## src/rtl/riscv_defines_pkg.sv

```systemverilog
// Shared RISC-V pipeline types: load/store op encodings, MEM-stage FSM states
// and the access-size helpers used for alignment checks.
package riscv_defines;

  typedef enum logic [2:0] {
    LOAD_LB  = 3'd0,
    LOAD_LH  = 3'd1,
    LOAD_LW  = 3'd2,
    LOAD_LBU = 3'd3,
    LOAD_LHU = 3'd4
  } LoadOp_t;

  typedef enum logic [1:0] {
    STORE_SB = 2'd0,
    STORE_SH = 2'd1,
    STORE_SW = 2'd2
  } StoreOp_t;

  typedef enum logic {
    IDLE = 1'b0,
    REQ  = 1'b1
  } mem_state_t;

  typedef enum logic [1:0] {
    SIZE_B = 2'd0,
    SIZE_H = 2'd1,
    SIZE_W = 2'd2
  } access_size_t;

  // Wide enough for the largest legal timeout (1023).
  typedef logic [9:0] wait_cnt_t;

  function automatic access_size_t load_size(input LoadOp_t op);
    case (op)
      LOAD_LH, LOAD_LHU: return SIZE_H;
      LOAD_LW:           return SIZE_W;
      default:           return SIZE_B;
    endcase
  endfunction

  function automatic access_size_t store_size(input StoreOp_t op);
    case (op)
      STORE_SH: return SIZE_H;
      STORE_SW: return SIZE_W;
      default:  return SIZE_B;
    endcase
  endfunction

  function automatic logic is_misaligned(input access_size_t sz, input logic [1:0] lo);
    return ((sz == SIZE_H) && lo[0]) || ((sz == SIZE_W) && (lo != 2'b00));
  endfunction

endpackage

```

## src/rtl/memory_stage_store_alignment.sv

```systemverilog
// store_alignment: places store data on its byte lanes and builds the write
// strobes; counterpart of load_alignment in WB.
module store_alignment
  import riscv_defines::*;
(
  input  StoreOp_t    store_op,
  input  logic [1:0]  addr_lo,
  input  logic [31:0] data,
  output logic [31:0] lane_data,
  output logic [3:0]  strb
);

  always_comb begin
    lane_data = '0;
    strb      = '0;
    case (store_op)
      STORE_SB: begin
        lane_data = {4{data[7:0]}};
        strb      = 4'b0001 << addr_lo;
      end
      STORE_SH: begin
        lane_data = {2{data[15:0]}};
        strb      = addr_lo[1] ? 4'b1100 : 4'b0011;
      end
      STORE_SW: begin
        lane_data = data;
        strb      = 4'b1111;
      end
      default: ;
    endcase
  end

endmodule

```

## src/rtl/memory_stage.sv

```systemverilog
// memory_stage: MEM pipeline stage with a single outstanding bus access and a
// wait-cycle timeout. Define MISALIGN_TRAP_EN to trap misaligned accesses.
module memory_stage
  import riscv_defines::*;
#(
  parameter int unsigned TIMEOUT_CYCLES = 255
) (
  input  logic        clk,
  input  logic        resetn,
  input  logic        ValidM,
  input  logic        MemReadM,
  input  logic        MemWriteM,
  input  LoadOp_t     LoadOpM,
  input  StoreOp_t    StoreOpM,
  input  logic [31:0] AluResultM,
  input  logic [31:0] WriteDataM,
  input  logic [4:0]  RdM,
  input  logic        RegWriteM,
  output logic        mem_valid,
  input  logic        mem_ready,
  output logic [31:0] mem_addr,
  output logic [31:0] mem_wdata,
  output logic [3:0]  mem_wstrb,
  input  logic [31:0] mem_rdata,
  output logic        StallM,
  output logic        ValidW,
  output logic        RegWriteW,
  output logic [4:0]  RdW,
  output logic [31:0] AluResultW,
  output LoadOp_t     LoadOpW,
  output logic [31:0] ReadDataW,
  output logic        BusErrW,
  output logic        MisalignW
);

  localparam wait_cnt_t TIMEOUT_LAST = wait_cnt_t'(TIMEOUT_CYCLES - 1);

  // Bus handshake: mem_valid is held with stable addr/wdata/wstrb from the
  // first REQ cycle until the cycle in which mem_ready=1 (or the timeout).
  mem_state_t  state, state_next;
  wait_cnt_t   wait_cnt;
  logic        is_mem, trap, issue, pass, done, timeout;
  logic [31:0] lane_data;
  logic [3:0]  lane_strb;
  logic [4:0]  req_rd;
  logic        req_regwrite;
  logic [31:0] req_alu;
  LoadOp_t     req_loadop;

  store_alignment u_store_alignment (
    .store_op  (StoreOpM),
    .addr_lo   (AluResultM[1:0]),
    .data      (WriteDataM),
    .lane_data (lane_data),
    .strb      (lane_strb)
  );

  assign is_mem = MemReadM | MemWriteM;

`ifdef MISALIGN_TRAP_EN
  access_size_t acc_size;
  assign acc_size = MemWriteM ? store_size(StoreOpM) : load_size(LoadOpM);
  assign trap     = (state == IDLE) & ValidM & is_mem & is_misaligned(acc_size, AluResultM[1:0]);
`else
  assign trap = 1'b0;
`endif

  assign issue   = (state == IDLE) & ValidM & is_mem & ~trap;
  assign pass    = (state == IDLE) & ValidM & ~is_mem;
  assign done    = (state == REQ) & mem_ready;
  assign timeout = (state == REQ) & ~mem_ready & (wait_cnt == TIMEOUT_LAST);

  always_ff @(posedge clk or negedge resetn) begin
    if (!resetn) state <= IDLE;
    else         state <= state_next;
  end

  always_comb begin
    state_next = state;
    case (state)
      IDLE:    if (issue) state_next = REQ;
      REQ:     if (done || timeout) state_next = IDLE;
      default: state_next = IDLE;
    endcase
  end

  // StallM is also forced low during reset so upstream sees a clean pipeline.
  always_comb begin
    mem_valid = 1'b0;
    StallM    = 1'b0;
    if (resetn) begin
      case (state)
        IDLE: StallM = issue;
        REQ: begin
          mem_valid = 1'b1;
          StallM    = ~mem_ready & ~timeout;
        end
        default: ;
      endcase
    end
  end

  always_ff @(posedge clk or negedge resetn) begin
    if (!resetn) begin
      wait_cnt     <= '0;
      mem_addr     <= '0;
      mem_wdata    <= '0;
      mem_wstrb    <= '0;
      req_rd       <= '0;
      req_regwrite <= 1'b0;
      req_alu      <= '0;
      req_loadop   <= LOAD_LB;
    end else if (issue) begin
      wait_cnt     <= '0;
      mem_addr     <= {AluResultM[31:2], 2'b00};
      mem_wdata    <= lane_data;
      mem_wstrb    <= MemWriteM ? lane_strb : 4'b0000;
      req_rd       <= RdM;
      req_regwrite <= RegWriteM;
      req_alu      <= AluResultM;
      req_loadop   <= LoadOpM;
    end else if ((state == REQ) && !mem_ready && !timeout) begin
      wait_cnt <= wait_cnt + wait_cnt_t'(1);
    end
  end

  // W bundle: bubble by default, loaded on pass-through, trap, completion or timeout.
  always_ff @(posedge clk or negedge resetn) begin
    if (!resetn) begin
      ValidW     <= 1'b0;
      RegWriteW  <= 1'b0;
      RdW        <= '0;
      AluResultW <= '0;
      LoadOpW    <= LOAD_LB;
      ReadDataW  <= '0;
      BusErrW    <= 1'b0;
      MisalignW  <= 1'b0;
    end else begin
      ValidW    <= 1'b0;
      RegWriteW <= 1'b0;
      BusErrW   <= 1'b0;
      MisalignW <= 1'b0;
      if (pass || trap) begin
        ValidW     <= 1'b1;
        RegWriteW  <= RegWriteM & ~trap;
        MisalignW  <= trap;
        RdW        <= RdM;
        AluResultW <= AluResultM;
        LoadOpW    <= LoadOpM;
      end else if (done || timeout) begin
        ValidW     <= 1'b1;
        RegWriteW  <= req_regwrite & done;
        BusErrW    <= timeout;
        RdW        <= req_rd;
        AluResultW <= req_alu;
        LoadOpW    <= req_loadop;
        if (done) ReadDataW <= mem_rdata;
      end
    end
  end

endmodule

```

## config.mk

```make
export PLATFORM = sky130hd
export DESIGN_NAME = memory_stage
export DESIGN_NICKNAME = d
export VERILOG_FILES = /design/src/rtl/riscv_defines_pkg.sv /design/src/rtl/memory_stage_store_alignment.sv /design/src/rtl/memory_stage.sv
export SDC_FILE = /design/constraint.sdc
export NUM_CORES = 1
export LEC_CHECK = 0
export BUFFER_PORTS_ARGS = -buffer_cell sky130_fd_sc_hd__clkbuf_2
export CORE_MARGIN = 5
export CORE_UTILIZATION = 31
export DETAILED_ROUTE_END_ITERATION = 8
export PLACE_DENSITY_LB_ADDON = 0.25
export SLEW_MARGIN = 20
export SYNTH_ARGS = -nofsm -noshare
export SYNTH_HDL_FRONTEND = slang
export SYNTH_HIERARCHICAL = 1
export SYNTH_SLANG_ARGS = --single-unit
```

## constraint.sdc

```tcl
create_clock -name clk -period 3.6 [get_ports clk]
set_clock_uncertainty 0.1 [all_clocks]
set_input_delay 0.36 -clock clk [delete_from_list [all_inputs] [get_ports clk]]
set_output_delay 0.36 -clock clk [all_outputs]
set_load 0.03 [all_outputs]
```

After elaboration in Yosys (flattened, before gate mapping). Index checks and enable logic that the tools add are counted.

Memories kept: 0. Register bits: 193. ROM bits: 0. Output and inout port bits: 146. RAM bits: 0. Latch bits: 0.

Eq/ne operators: 3. Mux-type cells: 25. Bitwise gates (word level): 14. Div/mod/pow operators: 0. Magnitude comparators: 0. $add $sub $neg: 1. Shifts and indexed selects: 1. Reductions and logical operators: 9. $mul: 0.

Operators by type and width (count): case mux 32 bit (3 select lines) (1); two-way mux 32 bit (2); two-way mux 10 bit (2); case mux 4 bit (3 select lines) (1); two-way mux 1 bit (11); adder 10 x 1 -> 10 bit (second input constant) (1); == test 10 x 8 -> 1 bit (second input constant) (1); two-way mux 5 bit (2); AND 1 bit (8); two-way mux 4 bit (2); two-way mux 3 bit (2); inverter 1 bit (5); case mux 1 bit (2 select lines) (2); nonzero test 2 bit (2); << shifter 1 x 2 -> 4 bit (first input constant) (1); AND reduction 3 bit (1); == test 2 x 1 -> 1 bit (second input constant) (1); == test 2 bit (second input constant) (1); logical AND 1 bit (2); logical NOT 1 bit (2); logical NOT 2 bit (1); logical OR 1 bit (1); bitwise OR 1 bit (1).

Depth between registers and ports, before layout. Gate-level depths: netlist of run 1.

Depth after elaboration: 7. Gate-level depth with buffers: 7.

Cells and area by module. Netlist of run 1, hierarchy kept.

Modules (own cells, without submodules): memory_stage (cells each 623, times used 1, seq. area each 4078.9 µm², area each 7009.2 µm²); store_alignment (cells each 85, times used 1, seq. area each 0.0 µm², area each 481.7 µm²).

Worst setup path before layout of run 1. OpenSTA, ideal clock, no wires.

Path type: reg2reg. From: register wait_cnt[0]. To: register AluResultW[16]. Path buffers: 1. Period minus slack after synthesis: 2.044 ns. Stages on the path, launching flop included: 8. Data arrival time: 1.819 ns. Setup slack: 1.556 ns. Library setup time: 0.125 ns. Cell sequence: dfrtp_1 inv_1 ha_1 nor3b_2 and3_4 a211oi_4 buf_6 mux2_2.

Cells in the longest elaborated chain, start to end: 4.

Ends and longest elaborated chain: from (decl) (line memory_stage.sv:41) `wait_cnt_t wait_cnt;`; from (signal assigned) (line memory_stage.sv:123) `wait_cnt <= wait_cnt + wait_cnt_t'(1);`; == test 10 x 8 -> 1 bit (line memory_stage.sv:71) `assign timeout = (state == REQ) & ~mem_ready & (wait_cnt == TIMEOUT_LAST);`; AND 1 bit (line memory_stage.sv:71); logical OR 1 bit (line memory_stage.sv:150) `end else if (done || timeout) begin`; nonzero test 2 bit (no source line); to (signal assigned) (line memory_stage.sv:148) `AluResultW <= AluResultM;`; to (signal assigned) (line memory_stage.sv:155) `AluResultW <= req_alu;`; to (decl) (line memory_stage.sv:29) `output logic [31:0] AluResultW,`.

No other way between the ends. A chain may end at the register's enable or synchronous reset.

Final worst setup path of run 1.
From: register state. To: output port StallM.

Cells in the longest elaborated chain, start to end: 6.

Ends and longest elaborated chain: from (decl) (line memory_stage.sv:40) `mem_state_t state, state_next;`; from (signal assigned) (line memory_stage.sv:75) `else state <= state_next;`; AND 1 bit (2 in series) (line memory_stage.sv:71); inverter 1 bit (line memory_stage.sv:96) `StallM = ~mem_ready & ~timeout;`; AND 1 bit (line memory_stage.sv:96); case mux 1 bit (2 select lines) (*) (line memory_stage.sv:92) `case (state)`; two-way mux 1 bit (*) (line memory_stage.sv:91) `if (resetn) begin`; to (decl) (line memory_stage.sv:25) `output logic StallM,`.

Mark *: on every way between the ends. The rest lies on a longest branch, timed or not.

==> results.toml, run 1 <==
[outcome]
status = "finished clean"

[hold_path]
hold_end = "req_loadop[0]"
min_from = "LoadOpM[0]"
hold_depth = 3
hold_path_class = "primary input to register"

[timing]
min_period_ns = 2.88
max_slew.worst_pin.slew_ns = 0.729
fin_ws_ns = 0.719
rsz0062_at_grt = "false"
slew_violations = 0
slew_headroom_pct = 51.3
tns_ns = 0
min_period_over_period_pct = 80.0
hold_viol = 0
finalSetupViolations = 0
fmax_mhz = 347

[synthesis]
syn_inst = 708
yosys_warnings = 6
synth_seq_area_share_pct = 54.5
yosys.cell_types.count = 40
yosys.area.top_type = "dfrtp_1"
yosys-top-cells-area = "dfrtp_1, mux2_2, nand2_1, buf_4, a21oi_1"
synth_seq_cells = 163
synth_top_area_share_pct = 54.5
avgSynthCellArea_um2 = 10.6
syn_area_um2 = 7490

[route]
ant_nets = 0
first_pass_iters = 5
drt_iter0_markers = 331
drc_errors = 0
wl_um = 19200
wl_per_cell_um = 15.3
dr_total_vias = 5571
via_per_inst = 4.44

[pwr]
peakVddDrop_mv = 0.251
p_leak_nw = 4.88
total_power_mw = 6.68
power_density_nw_per_um2 = 712

[setup_path]
timing.rr.start = "wait_cnt[0]"
reg2regPathDepth = 7
crit_type = "register to output port"
rrSetupSlack_ns = 1.19
setup.worst_path.end_class = "output port"
required_ns = 3.14
cp_cell_sequence = "nand2b_1, or2_4, o21ai_0, and2_1, clkbuf_2"
crit_slowest_cell = "dfrtp_1"
worst-path-buf-inv = 1
r2r_end = "AluResultW[5]"
cp-start-kind = "register"
cpPeakStageDelay_ns = 0.50
cp_top_family = "simple AND/OR/NAND/NOR gates"
cp.arrival_ns = 2.42
worstPathMaxFanout = 39

[placement]
dp.cells = 1223
post-dp-hpwl_um = 13700
dpl_worst_slack_ns = 1.12
port_buffers = 255
gp_congestion = 0.753

[floorplan]
coreArea_um2 = 23600
row_count = 56
die_w_um = 165
die-height_um = 165
ioPinCount = 259
dieArea_um2 = 27400
start_util_pct = 31.7

[layout]
syn_to_final_growth_pct = 25.2
drive_above_1_share_pct = 43.4
final_cells = 1256
n_antenna_cell = 0
final_util_pct = 39.7
finalNetCount = 1039

[clocking]
clk_path_buf_depth = 2
cts_made_buffers = 17
cts_tree = "done"
htreeDepth = 4
clkTransAtPathRegs_ns = 0.07
cts_setup_buffers = 0
cts-root-buf = "clkbuf_16"
insertion_delay_ns = 0.42
clock_sinks = 163

[grt]
gr-total-overflow = 0
use_met2_pct = 22.8
busiest_layer = "met2"
grt_start_max_net_pins = 78
met1_usage_pct = 17.5
grt_util_met3_pct = 4.62
track_usage_pct = 13.8
grt_first_pass_wirelength_um = 29800
antenna_found_initial = 0
grt_pass1_vias = 5526

[flow_run]
drv_cap = 0
## layer usage
metal,wire (um),vias to the layer above
met2,9110,171
li1,-,2728
met3,1590,13
met4,215,0
met1,8320,2659
met5,0,-
## cell type report
| class | count | area [um2] |
|---|---|---|
| Fill cell | 2391 | 14200 |
| Timing Repair Buffer | 265 | 1360 |
| Tap cell | 319 | 399 |
| Multi-Input combinational cell | 470 | 2940 |
| Clock inverter | 15 | 141 |
| Clock buffer | 17 | 425 |
| Sequential cell | 163 | 4080 |
| Inverter | 7 | 26.3 |
## worst register-to-register path: stages, from the launching register on
cell and delay (ns):
dfrtp_1 0.41, inv_1 0.06, ha_1 0.18, nor3b_2 0.19, and3_4 0.19, a211oi_4 0.21
buf_4 0.52, mux2_2 0.43
## flip-flops by register name, indices dropped and copies added (netlist names), 3 cells and up
name	count
req_loadop	3
mem_wdata	32
ReadDataW	32
AluResultW	32
req_rd	5
LoadOpW	3
wait_cnt	10
req_alu	32
RdW	5
mem_wstrb	4
## report_power, final
group,switching [mW],total (mW),internal [mW]
clock,0.837,1.75,0.916
sequential,0.280,2.60,2.32
combinational,1.55,2.33,0.773
## what timing repair did
| item | 4_1_cts | 5_1_grt |
|---|---|---|
| hold buffers | 1 | 0 |
| endpoints found under the hold margin | 73 | 0 |
| resized for setup | 0 | 0 |
## placed cells by master, fill, tap and decap left out, types with 2 or more instances in the layout
| master | count |
|---|---|
| clkbuf_2 | 254 |
| nand2_1 | 232 |
| dfrtp_1 | 163 |
| mux2_2 | 105 |
| a21oi_1 | 20 |
| clkbuf_16 | 17 |
| o21ai_0 | 16 |
| and2_1 | 11 |
| nor2_1 | 11 |
| buf_4 | 9 |
| nor2b_1 | 8 |
| a21o_1 | 8 |
| inv_1 | 7 |
| mux2_1 | 7 |
| clkinvlp_4 | 6 |
| a22o_1 | 5 |
| nand2b_1 | 4 |
| nand3_1 | 4 |
| xnor2_1 | 4 |
| mux2i_1 | 4 |
| inv_8 | 4 |
| inv_6 | 4 |
| o21ai_1 | 4 |
| a31oi_1 | 3 |
| conb_1 | 3 |
| and3_1 | 2 |
| nor4_1 | 2 |
| a211oi_1 | 2 |
| ha_1 | 2 |
| and2b_1 | 2 |
## per-stage QoR
stage          hold slack [ns]  instance area, um2
2_1_floorplan          -0.0356                7500
3_3_place_gp             0.355                8800
3_5_place_dp             0.355                8800
4_1_cts                 0.0176                9380
5_1_grt                 0.0254                9380
6_report                0.0396                9380
## Yosys cell counts (all sizes together)
master,count
nor4,2
and2,11
ha,2
a31oi,3
nand3,4
a22o,5
o21a,1
mux2,112
nor3b,1
a211oi,3
o21ai,20
and3,3
clkbuf,14
or2,1
a2111oi,1
nand2,232
nand3b,1
dfrtp,163
and2b,2
buf,56
inv,7
nor3,2
conb,1
a21o,8
xnor2,4
nor2b,8
nand4b,1
mux2i,4
a21oi,20
nor2,12
nand2b,4
## worst max path at each step
stage                 from        endpoint  slack [ns]  cells past startpoint
3_3_place_gp         state          StallM        1.13                      5
5_1_grt              state          StallM        0.54                      5
3_5_place_dp         state          StallM        1.12                      5
4_1_cts              state          StallM        0.66                      5
2_1_floorplan  wait_cnt[0]  AluResultW[16]        1.56                      7
6_report             state          StallM        0.72                      5
## logic make-up (layout without fill, tap and decap cells)
logic type               Yosys count  count (layout)  share of synthesized area [%]
AO/OA/AOI/OAI                     61              61                           4.99
adder cells (fa/ha/maj)            2               2                          0.334
XOR/XNOR                           4               4                          0.468
flip-flops                       163             163                           54.5
AND/OR/NAND/NOR                  284             284                           15.9
other                              1               3                         0.0501
buffers and inverters             77             304                           6.48
multiplexers                     116             116                           17.4
Power figures use the tool's default switching activity.
==> run 2, diff against run 1 <==
- clock period: 3.6 -> 2.5 ns (I/O delays scaled with it)
==> run 2 against run 1 <==
  * Cell area rose by 9.7%
  * Wire length grew 8.1%
  * Via count up 5.9%
  * Worst hold slack worse by 0.017 ns
  * Non-clock buffer count increased by 81
  * Core utilization rose by 3.8 points
  * Global-route usage up 1.2 points
  * Die area stayed put
  * Count of clock-buffer cells in the layout stayed put
  * Sequential share of layout area is 3.8 points lower
  * Sequential power is 45% higher
  * Combinational power increased by 50%
  * Largest power group unchanged
  * Highest routed layer unchanged
==> results.toml, run 2 (same netlist as run 1, synthesis figures left out) <==
[outcome]
status = "finished clean"

[clocking]
clkTransAtPathRegs_ns = 0.07
cts_made_buffers = 17
clk_path_buf_depth = 2
insertion_delay_ns = 0.42
htreeDepth = 4
cts_tree = "done"
clock_sinks = 163
cts-root-buf = "clkbuf_16"

[timing]
fin_ws_ns = 0.118
finalSetupViolations = 0
fmax_mhz = 420
slew_headroom_pct = 49.3
rsz0062_at_grt = "false"
hold_viol = 0
slew_violations = 0
min_period_ns = 2.38
min_period_over_period_pct = 95.3
max_slew.worst_pin.slew_ns = 0.758
tns_ns = 0

[layout]
n_antenna_cell = 0
design_area_um2 = 10300
seqCellArea_um2 = 4080
most-common-layout-cells = "clkbuf_2, nand2_1, dfrtp_1, mux2_2, dlygate4sd3_1"
final_common_cell = "clkbuf_2"
multi_input_comb_area_um2 = 2950
finalNetCount = 1120
drive_above_1_share_pct = 40.5
fillers = 2297
syn_to_final_growth_pct = 37.3

[route]
ant_nets = 0
wl_per_cell_um = 15.6
via_per_inst = 4.41
drc_errors = 0
dr_total_vias = 5899
first_pass_iters = 4
drt_iter0_markers = 288
wl_um = 20800

[setup_path]
reg2regPathDepth = 7
crit_type = "register to output port"
cp.arrival_ns = 2.03
r2r_end = "AluResultW[8]"
setup.worst_path.end_class = "output port"
crit_slowest_cell = "dfrtp_1"
cp-start-kind = "register"
required_ns = 2.15
cpPeakStageDelay_ns = 0.41
cp_cell_sequence = "inv_1, ha_1, nor3b_4, and3_4, o21ai_1, and2_1, clkbuf_2"
worstPathMaxFanout = 4
timing.rr.start = "wait_cnt[0]"
rrSetupSlack_ns = 0.34

[pwr]
p_seq_share_pct = 37.6
combPwrFrac_pct = 35.0
p_leak_nw = 5.28
total_power_mw = 10.0
p_switching_mw = 3.91
power.internal_mw = 6.09
pwr-share-clk_pct = 27.4
switching_share_pct = 39.1
power_density_nw_per_um2 = 973
peakVddDrop_mv = 0.419

[floorplan]
coreArea_um2 = 23600
die-height_um = 165
ioPinCount = 259
dieArea_um2 = 27400
row_count = 56
die_w_um = 165
start_util_pct = 31.7

[grt]
grt_first_pass_wirelength_um = 32100
track_usage_pct = 15.0
grt_pass1_vias = 6039
grt_start_max_net_pins = 113
gr-total-overflow = 0
antenna_found_initial = 0

[hold_path]
hold_end = "mem_wdata[23]"
hold_path_class = "primary input to register"
min_from = "WriteDataM[23]"
hold_depth = 4

[placement]
placed_cell_area_um2 = 8880
post-dp-hpwl_um = 13900
port_buffers = 255
gp_congestion = 0.755
dpl_worst_slack_ns = 0.326

[flow_run]
drv_cap = 0
[run 2: changes by cell type in the layout (fill, tap and decap cells not counted), moves of 2 or more]
cell and change:
clkinv_4 +2, clkinvlp_4 -4, dlygate4sd3_1 +76, bufinv_16 +2
buf_12 +4
[run 2: through the flow]
step	utilization [%]	hold slack [ns]	cells
3_3_place_gp	37.6	-0.0367	1227
6_report	43.5	0.0229	1337
4_1_cts	43.5	0.00149	1337
5_1_grt	43.5	0.0152	1337
3_5_place_dp	37.6	-0.0319	1227
2_1_floorplan	-	-0.146	710
[run 2: worst max-delay path: cells and delay by family, from the launching register on]
kind | cells | cell delay (ns)
fa+ha+maj | 1 | 0.20
flops | 1 | 0.41
buf+inv | 2 | 0.28
simple gates | 3 | 0.49
compound gates | 1 | 0.24
[run 2: layout make-up]
cell class | count | share of cell area (%)
Sequential cell | 163 | 39.7
Multi-Input combinational cell | 470 | 28.7
Timing Repair Buffer | 346 | 21.5
Clock buffer | 17 | 4.14
Tap cell | 319 | 3.88
Clock inverter | 15 | 1.89
Inverter | 7 | 0.256
[run 2: power groups by stage]
stage                     registers (mW)  logic (mW)  clock network, mW
after global placement              3.79        3.41                  0
after CTS                           3.76        3.56               2.84
after detailed placement            3.80        3.45                  0
after global routing                3.85        3.78               2.98
after floorplan                     4.84        1.37                  0
final                               3.76        3.50               2.74
[run 2: worst max-delay path by stage]
stage / from / end / slack, ns / cells past startpoint
after detailed placement: wait_cnt[0] / AluResultW[8] / 0.33 / 7
after global placement: wait_cnt[0] / AluResultW[12] / 0.36 / 7
after global routing: wait_cnt[0] / StallM / 0.02 / 7
after CTS: wait_cnt[0] / StallM / 0.1 / 7
after floorplan: wait_cnt[0] / AluResultW[16] / 0.46 / 7
final: wait_cnt[0] / StallM / 0.12 / 7
[run 2: per-layer routing]
layer,track usage [%],wire (um)
met2,24.7,9820
met3,4.19,1450
met1,19.3,9140
met5,0,0
met4,4.84,390
[run 2: timing repair]
| action | in CTS | in global routing |
|---|---|---|
| hold buffers | 77 | 0 |
| endpoints found under the setup margin | 1 | 0 |
| gates resized for setup | 2 | 0 |
| setup buffers | 1 | 0 |
| endpoints found under the hold margin | 240 | 0 |
==> run 3, diff against run 2 <==
- ABC_AREA: not set -> 1
- CTS_CLUSTER_DIAMETER: not set -> 50
- GPL_ROUTABILITY_DRIVEN: not set -> 0
==> run 3 against run 2 <==
  * Wire length increased by 6.1%
  * Combinational power decreased by 8.6%
  * Worst setup slack improved by 0.10 ns
  * Sequential share of layout area increased by 0.44 points
  * Sequential cell count unchanged
  * Cell area decreased by 1.1%
  * Largest cell class unchanged
==> results.toml, run 3 <==
[pwr]
pwr-share-clk_pct = 27.7
p_seq_share_pct = 38.6
p_leak_nw = 5.61
combPwrFrac_pct = 33.6
switching_share_pct = 39.3
peakVddDrop_mv = 0.387
p_switching_mw = 3.74
power_density_nw_per_um2 = 937
power.internal_mw = 5.79

[synthesis]
async_reset_ff_share_pct = 100
yosys-top-cells-area = "dfrtp_1, nand2_1, nand3_1, o21ai_0, mux2_2"
yosys.area.top_type = "dfrtp_1"
synth_edf_count = 0
syn_area_um2 = 7610
yosys_warnings = 6
ys.flop_type = "dfrtp_1"
syn_inst = 905
synthTopCellsByCount = "nand2_1, dfrtp_1, nand3_1"
synth_seq_area_share_pct = 53.6
synth_seq_cells = 163
synth_top_area_share_pct = 53.6
synth_most_common_cell = "nand2_1"
yosys.cell_types.count = 25
avgSynthCellArea_um2 = 8.41

[floorplan]
row_count = 57
dieArea_um2 = 27800
coreArea_um2 = 24200
die_w_um = 167
die-height_um = 167
ioPinCount = 259
start_util_pct = 31.4

[layout]
drive_above_1_share_pct = 29.0
fillers = 2510
final_common_cell = "nand2_1"
n_antenna_cell = 0
most-common-layout-cells = "nand2_1, clkbuf_2, dfrtp_1, nand3_1, o21ai_0"
finalNetCount = 1290
syn_to_final_growth_pct = 33.6

[grt]
track_usage_pct = 15.8
grt_first_pass_wirelength_um = 36200
grt_pass1_vias = 6783
grt_start_max_net_pins = 126
antenna_found_initial = 0
gr-total-overflow = 0

[setup_path]
cp.arrival_ns = 1.93
cp-start-kind = "register"
cp_top_family = "simple AND/OR/NAND/NOR gates"
timing.rr.start = "wait_cnt[0]"
cp_cell_sequence = "inv_1, ha_1, inv_1, nor2_1, nand3_1, nand2_1, nand2_1, inv_1, nor2_2, buf_4"
setup.worst_path.end_class = "output port"
rrSetupSlack_ns = 0.58
crit_slowest_cell = "dfrtp_1"
worstPathMaxFanout = 5
path_common_cell = "inv_1"
required_ns = 2.15
crit_type = "register to output port"
crit_start = "wait_cnt[0]"
worst-path-buf-inv = 4
cpPeakStageDelay_ns = 0.37

[timing]
slew_headroom_pct = 56.8
fin_ws_ns = 0.221
min_period_ns = 2.28
fmax_mhz = 439
max_slew.worst_pin.slew_ns = 0.648
finalSetupViolations = 0
hold_viol = 0
min_period_over_period_pct = 91.2
slew_violations = 0
rsz0062_at_grt = "false"
tns_ns = 0

[route]
drt_iter0_markers = 500
wl_um = 22100
via_per_inst = 4.52
first_pass_iters = 5
wl_per_cell_um = 14.6
drc_errors = 0
dr_total_vias = 6841
ant_nets = 0

[clocking]
clkTransAtPathRegs_ns = 0.07
cts-root-buf = "clkbuf_16"
htreeDepth = 4
cts_made_buffers = 17
clk_path_buf_depth = 2
cts_tree = "done"
insertion_delay_ns = 0.42
clock_sinks = 163

[outcome]
status = "finished clean"

[placement]
post-dp-hpwl_um = 15200
dpl_worst_slack_ns = 0.505
port_buffers = 255

[hold_path]
min_from = "AluResultM[8]"
hold_path_class = "primary input to register"

[flow_run]
drv_cap = 0
==> run 3: final cells by class <==
type / instances / area (um2) / area share [%]
sequential: 163 / 4080 / 40.1
multi-input combinational: 590 / 2790 / 27.4
timing repair buffer: 328 / 2020 / 19.9
clock buffer: 19 / 443 / 4.36
tap: 324 / 405 / 3.99
inverter: 75 / 283 / 2.78
clock inverter: 13 / 145 / 1.43
==> run 3: power groups by stage <==
stage	logic, mW	clock network (mW)	registers [mW]
after global routing	3.49	2.83	3.77
after CTS	3.26	2.72	3.68
after detailed placement	3.18	0	3.72
after floorplan	1.30	0	4.63
after global placement	3.15	0	3.71
final	3.20	2.64	3.68
==> run 3: cell families (layout without fill, tap and decap cells) <==
kind of cell | count (synthesis) | count (layout) | share of synthesized area, %
AO/OA/AOI/OAI | 97 | 97 | 6.56
other | 1 | 3 | 0.0493
adder cells (fa/ha/maj) | 2 | 2 | 0.329
XOR/XNOR | 2 | 2 | 0.230
multiplexers | 32 | 32 | 4.73
AND/OR/NAND/NOR | 454 | 454 | 24.6
flip-flops | 163 | 163 | 53.6
buffers and inverters | 154 | 435 | 9.88
==> run 3: path summary, 6_finish.rpt <==
check	to	depth (start not counted)
min in group asynchronous	wait_cnt[2]	2
hold reg to reg	mem_wstrb[0]	2
max in group asynchronous	ReadDataW[10]	3
hold / removal	req_alu[8]	3
setup reg to reg	AluResultW[24]	9
setup / recovery	StallM	10
==> run 3: worst register-to-register path: cells and delay by family (launching register included) <==
| family | cells | cell delay, ns |
|---|---|---|
| simple gates | 5 | 0.81 |
| flops | 1 | 0.40 |
| buf+inv | 3 | 0.39 |
| fa+ha+maj | 1 | 0.16 |
==> run 3: metal layers <==
| layer | vias up | track usage, % | share of wire (%) | wire (um) |
|---|---|---|---|---|
| met2 | 244 | 25.5 | 47 | 10300 |
| met5 | - | 0 | 0 | 0 |
| met4 | 0 | 2.99 | 0.86 | 189 |
| met1 | 3207 | 21.1 | 45 | 9880 |
| met3 | 14 | 5.19 | 7.8 | 1730 |
| li1 | 3376 | - | - | - |
==> run 3: per-stage QoR <==
step	utilization, %	cells	cell area [um2]	total power [mW]	hold slack [ns]
6_report	41.9	1512	10200	9.52	0.0113
5_1_grt	41.9	1512	10200	10.1	0.0103
4_1_cts	41.9	1512	10200	9.67	0.000851
3_5_place_dp	37.0	1419	8970	6.90	0.0416
3_3_place_gp	37.0	1419	8970	6.86	0.0388
2_1_floorplan	-	907	7620	5.94	-0.146
==> run 3: repair_timing <==
action	in CTS	in global routing
hold buffers	61	0
hold endpoints to repair	83	0
gates resized for setup	0	4
setup buffers	0	0
setup endpoints to repair	0	1
